### src/rtl/dmem_pkg.sv
// dmem_pkg: shared load/store type codes, access sizes, FSM state encoding and byte-lane enable constants
package dmem_pkg;
  localparam logic [2:0] LD_NONE = 3'd0, LD_LB = 3'd1, LD_LH = 3'd2, LD_LW = 3'd3, LD_LBU = 3'd4, LD_LHU = 3'd5;
  localparam logic [2:0] ST_NONE = 3'd0, ST_SB = 3'd1, ST_SH = 3'd2, ST_SW = 3'd3, ST_SB_ALT = 3'd4, ST_SH_ALT = 3'd5;
  localparam logic [1:0] SZ_NONE = 2'd0, SZ_B = 2'd1, SZ_H = 2'd2, SZ_W = 2'd3;
  localparam logic [3:0] BE_NONE = 4'b0000, BE_B0 = 4'b0001, BE_HLO = 4'b0011, BE_HHI = 4'b1100, BE_W = 4'b1111;
  typedef enum logic [1:0] {S_IDLE, S_ACCESS, S_DONE} state_e;
  function automatic logic [1:0] st_size(input logic [2:0] t);
    return (t == ST_SB || t == ST_SB_ALT) ? SZ_B : (t == ST_SH || t == ST_SH_ALT) ? SZ_H : t == ST_SW ? SZ_W : SZ_NONE;
  endfunction
  function automatic logic [1:0] ld_size(input logic [2:0] t);
    return (t == LD_LB || t == LD_LBU) ? SZ_B : (t == LD_LH || t == LD_LHU) ? SZ_H : t == LD_LW ? SZ_W : SZ_NONE;
  endfunction
endpackage

### src/rtl/dmem_load_extend.sv
// dmem_load_extend: picks byte/half of word by off and sign/zero-extends per ltype (ports: ltype, off, word in; data out)
module dmem_load_extend
  import dmem_pkg::*;
(
  input  logic [2:0]  ltype,
  input  logic [1:0]  off,
  input  logic [31:0] word,
  output logic [31:0] data
);
  logic [7:0]  b;
  logic [15:0] h;
  always_comb begin
    b = off == 2'd0 ? word[7:0] : off == 2'd1 ? word[15:8] : off == 2'd2 ? word[23:16] : word[31:24];
    h = off[1] ? word[31:16] : word[15:0];
    data = ltype == LD_LB  ? {{24{b[7]}}, b} :
           ltype == LD_LBU ? {24'd0, b} :
           ltype == LD_LH  ? {{16{h[15]}}, h} :
           ltype == LD_LHU ? {16'd0, h} :
           ltype == LD_LW  ? word : 32'd0;
  end
endmodule

### src/rtl/dmem_access_ctrl.sv
// dmem_access_ctrl: load/store FSM (CLK, RESET, LOAD_TYPE, STORE_TYPE, ADDR, WDATA, MEM_RDATA, MEM_BUSYWAIT in; BUSYWAIT, RDATA, ERR, MEM_READ/WRITE/ADDR/WDATA/BYTE_EN out); define DMEM_MISALIGN_TRAP_EN to trap misaligned accesses
module dmem_access_ctrl
  import dmem_pkg::*;
#(
  parameter int MEM_TIMEOUT = 64
) (
  input  logic        CLK,
  input  logic        RESET,
  input  logic [2:0]  LOAD_TYPE,
  input  logic [2:0]  STORE_TYPE,
  input  logic [31:0] ADDR,
  input  logic [31:0] WDATA,
  output logic        BUSYWAIT,
  output logic [31:0] RDATA,
  output logic        ERR,
  output logic        MEM_READ,
  output logic        MEM_WRITE,
  output logic [31:0] MEM_ADDR,
  output logic [31:0] MEM_WDATA,
  output logic [3:0]  MEM_BYTE_EN,
  input  logic [31:0] MEM_RDATA,
  input  logic        MEM_BUSYWAIT
);
  localparam logic [7:0] TO_LAST = 8'(MEM_TIMEOUT - 1);
  state_e      state_q, state_d;
  logic [1:0]  st_q, st_d;
  logic [2:0]  ld_q, ld_d;
  logic [31:0] addr_q, addr_d, wdata_q, wdata_d, rdata_q, rdata_d;
  logic [7:0]  cnt_q, cnt_d;
  logic        err_q, err_d;
  logic [1:0]  req_st, req_ld, req_sz, acc_sz;
  logic [31:0] req_addr, ext;
  logic        req, mis, acc;
  assign req_st = st_size(STORE_TYPE);
  assign req_ld = ld_size(LOAD_TYPE);
  assign req_sz = req_st != SZ_NONE ? req_st : req_ld;
  assign req = req_sz != SZ_NONE;
  assign req_addr = req_sz == SZ_W ? {ADDR[31:2], 2'b00} : req_sz == SZ_H ? {ADDR[31:1], 1'b0} : ADDR;
`ifdef DMEM_MISALIGN_TRAP_EN
  assign mis = (req_sz == SZ_H && ADDR[0]) || (req_sz == SZ_W && ADDR[1:0] != 2'b00);
`else
  assign mis = 1'b0;
`endif
  dmem_load_extend u_ext (.ltype(ld_q), .off(addr_q[1:0]), .word(MEM_RDATA), .data(ext));
  always_comb begin
    state_d = state_q;
    st_d = st_q;
    ld_d = ld_q;
    addr_d = addr_q;
    wdata_d = wdata_q;
    cnt_d = cnt_q;
    rdata_d = rdata_q;
    err_d = err_q;
    case (state_q)
      S_IDLE: if (req) begin
        st_d = req_st;
        ld_d = req_st != SZ_NONE ? LD_NONE : LOAD_TYPE;
        addr_d = req_addr;
        wdata_d = WDATA;
        cnt_d = 8'd0;
        rdata_d = 32'd0;
        err_d = mis;
        state_d = mis ? S_DONE : S_ACCESS;
      end
      S_ACCESS: begin
        cnt_d = (!MEM_BUSYWAIT || cnt_q == TO_LAST) ? 8'd0 : cnt_q + 8'd1;
        rdata_d = MEM_BUSYWAIT ? 32'd0 : ext;
        err_d = MEM_BUSYWAIT && cnt_q == TO_LAST;
        state_d = (!MEM_BUSYWAIT || cnt_q == TO_LAST) ? S_DONE : S_ACCESS;
      end
      default: begin
        err_d = 1'b0;
        state_d = S_IDLE;
      end
    endcase
  end
  always_ff @(posedge CLK or posedge RESET) begin
    if (RESET) begin
      state_q <= S_IDLE;
      st_q <= SZ_NONE;
      ld_q <= LD_NONE;
      addr_q <= 32'd0;
      wdata_q <= 32'd0;
      cnt_q <= 8'd0;
      rdata_q <= 32'd0;
      err_q <= 1'b0;
    end else begin
      state_q <= state_d;
      st_q <= st_d;
      ld_q <= ld_d;
      addr_q <= addr_d;
      wdata_q <= wdata_d;
      cnt_q <= cnt_d;
      rdata_q <= rdata_d;
      err_q <= err_d;
    end
  end
  assign acc = state_q == S_ACCESS;
  assign acc_sz = st_q != SZ_NONE ? st_q : ld_size(ld_q);
  assign BUSYWAIT = !RESET && (acc || (state_q == S_IDLE && req));
  assign MEM_READ = acc && ld_q != LD_NONE;
  assign MEM_WRITE = acc && st_q != SZ_NONE;
  assign MEM_ADDR = {addr_q[31:2], 2'b00};
  assign MEM_WDATA = st_q == SZ_B ? {4{wdata_q[7:0]}} : st_q == SZ_H ? {2{wdata_q[15:0]}} : wdata_q;
  assign MEM_BYTE_EN = !acc ? BE_NONE : acc_sz == SZ_B ? BE_B0 << addr_q[1:0] :
                       acc_sz == SZ_H ? (addr_q[1] ? BE_HHI : BE_HLO) : acc_sz == SZ_W ? BE_W : BE_NONE;
  assign RDATA = state_q == S_DONE ? rdata_q : 32'd0;
  assign ERR = state_q == S_DONE && err_q;
endmodule

### config.mk
export PLATFORM = sky130hd
export DESIGN_NAME = dmem_access_ctrl
export DESIGN_NICKNAME = d
export VERILOG_FILES = /design/src/rtl/dmem_pkg.sv /design/src/rtl/dmem_load_extend.sv /design/src/rtl/dmem_access_ctrl.sv
export SDC_FILE = /design/constraint.sdc
export NUM_CORES = 1
export LEC_CHECK = 0
export CORE_MARGIN = 8
export CORE_UTILIZATION = 25
export DETAILED_ROUTE_END_ITERATION = 12
export PLACE_DENSITY = 0.52
export SLEW_MARGIN = 30
export SYNTH_ARGS = -nofsm -noshare
export SYNTH_HDL_FRONTEND = slang
export SYNTH_HIERARCHICAL = 1
export SYNTH_SLANG_ARGS = --single-unit
### constraint.sdc
create_clock -name CLK -period 3.65 [get_ports CLK]
set_input_delay 0.73 -clock CLK [delete_from_list [all_inputs] [get_ports CLK]]
set_output_delay 0.73 -clock CLK [all_outputs]
set_load 0.005 [all_outputs]
==> flow_summary.toml <==
[status]
status = "finished, final reports clean"

[clocking]
ctsResizeCount = 0
clock_latency_ns = 0.35
clk_pin_slew_worst_paths_ns = 0.08
cts_tree = "built"
root_buffer = "clkbuf_16"
cts_buffers = 9
htreeDepth = 3
cts_buffer_depth = 2
cts_hold_buf = 0
clock-sinks = 112
postCtsSetupBuffers = 0

[run]
drv_cap = 0

[layout]
syn2layout_area_growth_pct = 36.9
layout_commonest_cell = "clkdlybuf4s50_1"
final_cell_mix = "clkdlybuf4s50_1 (206), dfrtp_1 (112), mux2_1 (63)"
nNetsFinal = 853
num_antenna_cells = 0
drive_above_1_share = 0.0878

[worst_setup_path]
reg2reg_from = "addr_q[0]$_DFFE_PP0P_"
slowest_stage = "clkdlybuf4s50_1"
critPathTopFamily = "buffers and inverters"
required_ns = 2.92
timing.critical_path.mode_cell = "clkdlybuf4s50_1"
crit_buf_inv = 2
path_class = "in2out"
slowest_delay_ns = 0.47
cp-start-kind = "primary input"
cp.arrival_ns = 2.76
cp_cell_sequence = "clkdlybuf4s50_1 -> or3_4 -> a221oi_1 -> or2_1 -> nor2_1 -> clkdlybuf4s50_1"
startpoint = "STORE_TYPE[1]"
end_kind = "output pin"
crit_fanout = 5

[timing]
setup_tns_ns = 0
slew_headroom = 0.551
hold_violations = 0
setup_viol = 0
slew_violations = 0
fin_skew_ns = 0.00693
max_freq_mhz = 287
tightest_slew_ns = 0.674
fin_crit_ns = 3.49
rsz0062_at_grt = "no"
post-route-period-util = 0.955

[synthesis]
synthAdderAreaFrac = 0.00192
synthSimpleGateAreaFrac = 0.140
yosysSeqAreaShare = 0.431
synthFlopType = "dfrtp_1"
synthMuxAreaShare = 0.184
synth-seq-cells = 112
synthArstFlopShare = 1.00
syn_area_per_cell_um2 = 11.0
synthCells = 591
synth_cell_types = 65
synth_compound_area_frac = 0.151
synth_edf_count = 0
synth_top_family_by_area = "multiplexers"
syn_area_um2 = 6510
yosysWarnings = 6
synth_xor_area_frac = 0.00519

[floorplan]
die_h_um = 177
rows = 59
dieArea_um2 = 31500
core-area_um2 = 25800
pin_count = 209
initial_core_util = 0.252
die_x_um = 177

[pwr]
power.leakage_uw = 0.00358
powerDensity_nw_per_um2 = 756
vdd_drop_max_v = 0.000365
power_uw = 6730

[global_routing]
overflow = 0
antenna_found_initial = 0
grt_pass1_wl_um = 30800
grt_usage = 0.125
grt_pass1_vias = 5205
grt_max_degree = 68

[drt]
drc_errors = 0
vias_per_cell = 4.74
drtPass1Iterations = 4
wl_per_cell_um = 18.7
vias = 5148
antenna_left = 0
drtIter0Drc = 261
routed_wl_um = 20300

[placed_design]
place_congestion = 0.773
hpwl_um = 14700
port_buffers = 206

[hold_path]
min_from = "addr_q[6]$_DFFE_PP0P_"
hold_path_class = "reg2reg"
power breakdown:
part           internal [uW]  total [uW]  switching [uW]  leakage (uW)
combinational           2030        3620            1590       0.00205
sequential              1740        2150             406       0.00140
clock                    469         968             498      0.000130
total                   4240        6730            2490       0.00358
worst reg2reg max path: cells and delay by family (launching register included):
kind / cells / cell delay, ns
AND/OR/NAND/NOR: 1 / 0.34
flip-flops: 1 / 0.77
AO/OA/AOI/OAI: 2 / 0.39
multiplexers: 1 / 0.64
through the flow:
| stage | instances | setup slack (ns) | util | instance area (um2) | hold WS [ns] |
|---|---|---|---|---|---|
| after global placement | 1071 | 0.189 | 0.334 | 8640 | 0.470 |
| final | 1087 | 0.164 | 0.345 | 8910 | 0.493 |
| after detailed placement | 1071 | 0.168 | 0.334 | 8640 | 0.478 |
| after global routing | 1087 | 0.0764 | 0.345 | 8910 | 0.509 |
| after CTS | 1087 | 0.169 | 0.345 | 8910 | 0.498 |
| after floorplan | 592 | 1.08 | - | 6520 | 0.459 |
logic make-up (layout without fill, tap and decap cells):
kind of cell | count (synthesis) | in the layout
xor+xnor | 3 | 3
other cells | 1 | 2
mux | 97 | 97
simple gates | 159 | 159
compound gates | 131 | 131
buf+inv | 87 | 247
fa+ha+maj | 1 | 1
flops | 112 | 112
synthesized netlist by cell type, types with 2 or more instances:
master / number / area, um2
dfrtp_1: 112 / 2800
mux2_1: 63 / 709
buf_4: 48 / 360
and2_1: 35 / 219
nor2b_1: 35 / 219
a22o_1: 34 / 298
nand2_1: 25 / 93.8
mux2_2: 19 / 214
nor3_1: 19 / 95.1
o21ai_0: 19 / 95.1
a21oi_1: 16 / 80.1
clkbuf_1: 16 / 60.1
a211oi_1: 10 / 75.1
a221o_1: 10 / 100
buf_2: 9 / 45.0
nor2_1: 9 / 33.8
mux2i_1: 7 / 70.1
a2111oi_0: 6 / 52.6
a31oi_1: 6 / 37.5
buf_6: 6 / 67.6
inv_1: 6 / 22.5
mux4_1: 6 / 158
nand3_1: 6 / 30.0
nor3b_1: 6 / 45.0
o21ai_1: 6 / 30.0
a211o_1: 5 / 43.8
and3_1: 4 / 25.0
nand2b_1: 3 / 18.8
mux4_2: 2 / 45.0
nand3b_1: 2 / 15.0
nand4_1: 2 / 12.5
o211ai_1: 2 / 15.0
o21a_1: 2 / 15.0
o21bai_1: 2 / 15.0
o22a_1: 2 / 17.5
or3_1: 2 / 12.5
path summary, 6_finish.rpt:
check | end | slack, ns | cells past startpoint
worst max-delay path | BUSYWAIT | 0.16 | 6
worst min-delay path | addr_q[6]$_DFFE_PP0P_ | 0.49 | 1
worst max register to register | rdata_q[18]$_DFFE_PP0P_ | 1.42 | 4
worst min register to register | addr_q[6]$_DFFE_PP0P_ | 0.49 | 1
max in group asynchronous | addr_q[25]$_DFFE_PP0P_ | 1.84 | 4
min in group asynchronous | rdata_q[29]$_DFFE_PP0P_ | 0.80 | 2
sequential cells by signal (all words and copies together) (netlist names):
name / flops
addr_q: 32
cnt_q: 8
err_q: 1
ld_q: 3
rdata_q: 32
st_q: 2
state_q: 2
wdata_q: 32
per-layer routing:
metal  wire (um)  track usage  up-vias
met5           0            0        -
met4         327       0.0379        0
met3        2060       0.0479       17
met2        8610        0.188      207
met1        9310        0.165     2485
li1            -            -     2439
area by class of cell:
type | count | area, um2
Clock buffer | 10 | 229
Clock inverter | 6 | 45.0
Fill cell | 2630 | 16900
Inverter | 6 | 26.3
Multi-Input combinational cell | 393 | 3160
Sequential cell | 112 | 2800
Tap cell | 335 | 419
Timing Repair Buffer | 225 | 2230
(Power assumes the default switching activity.)
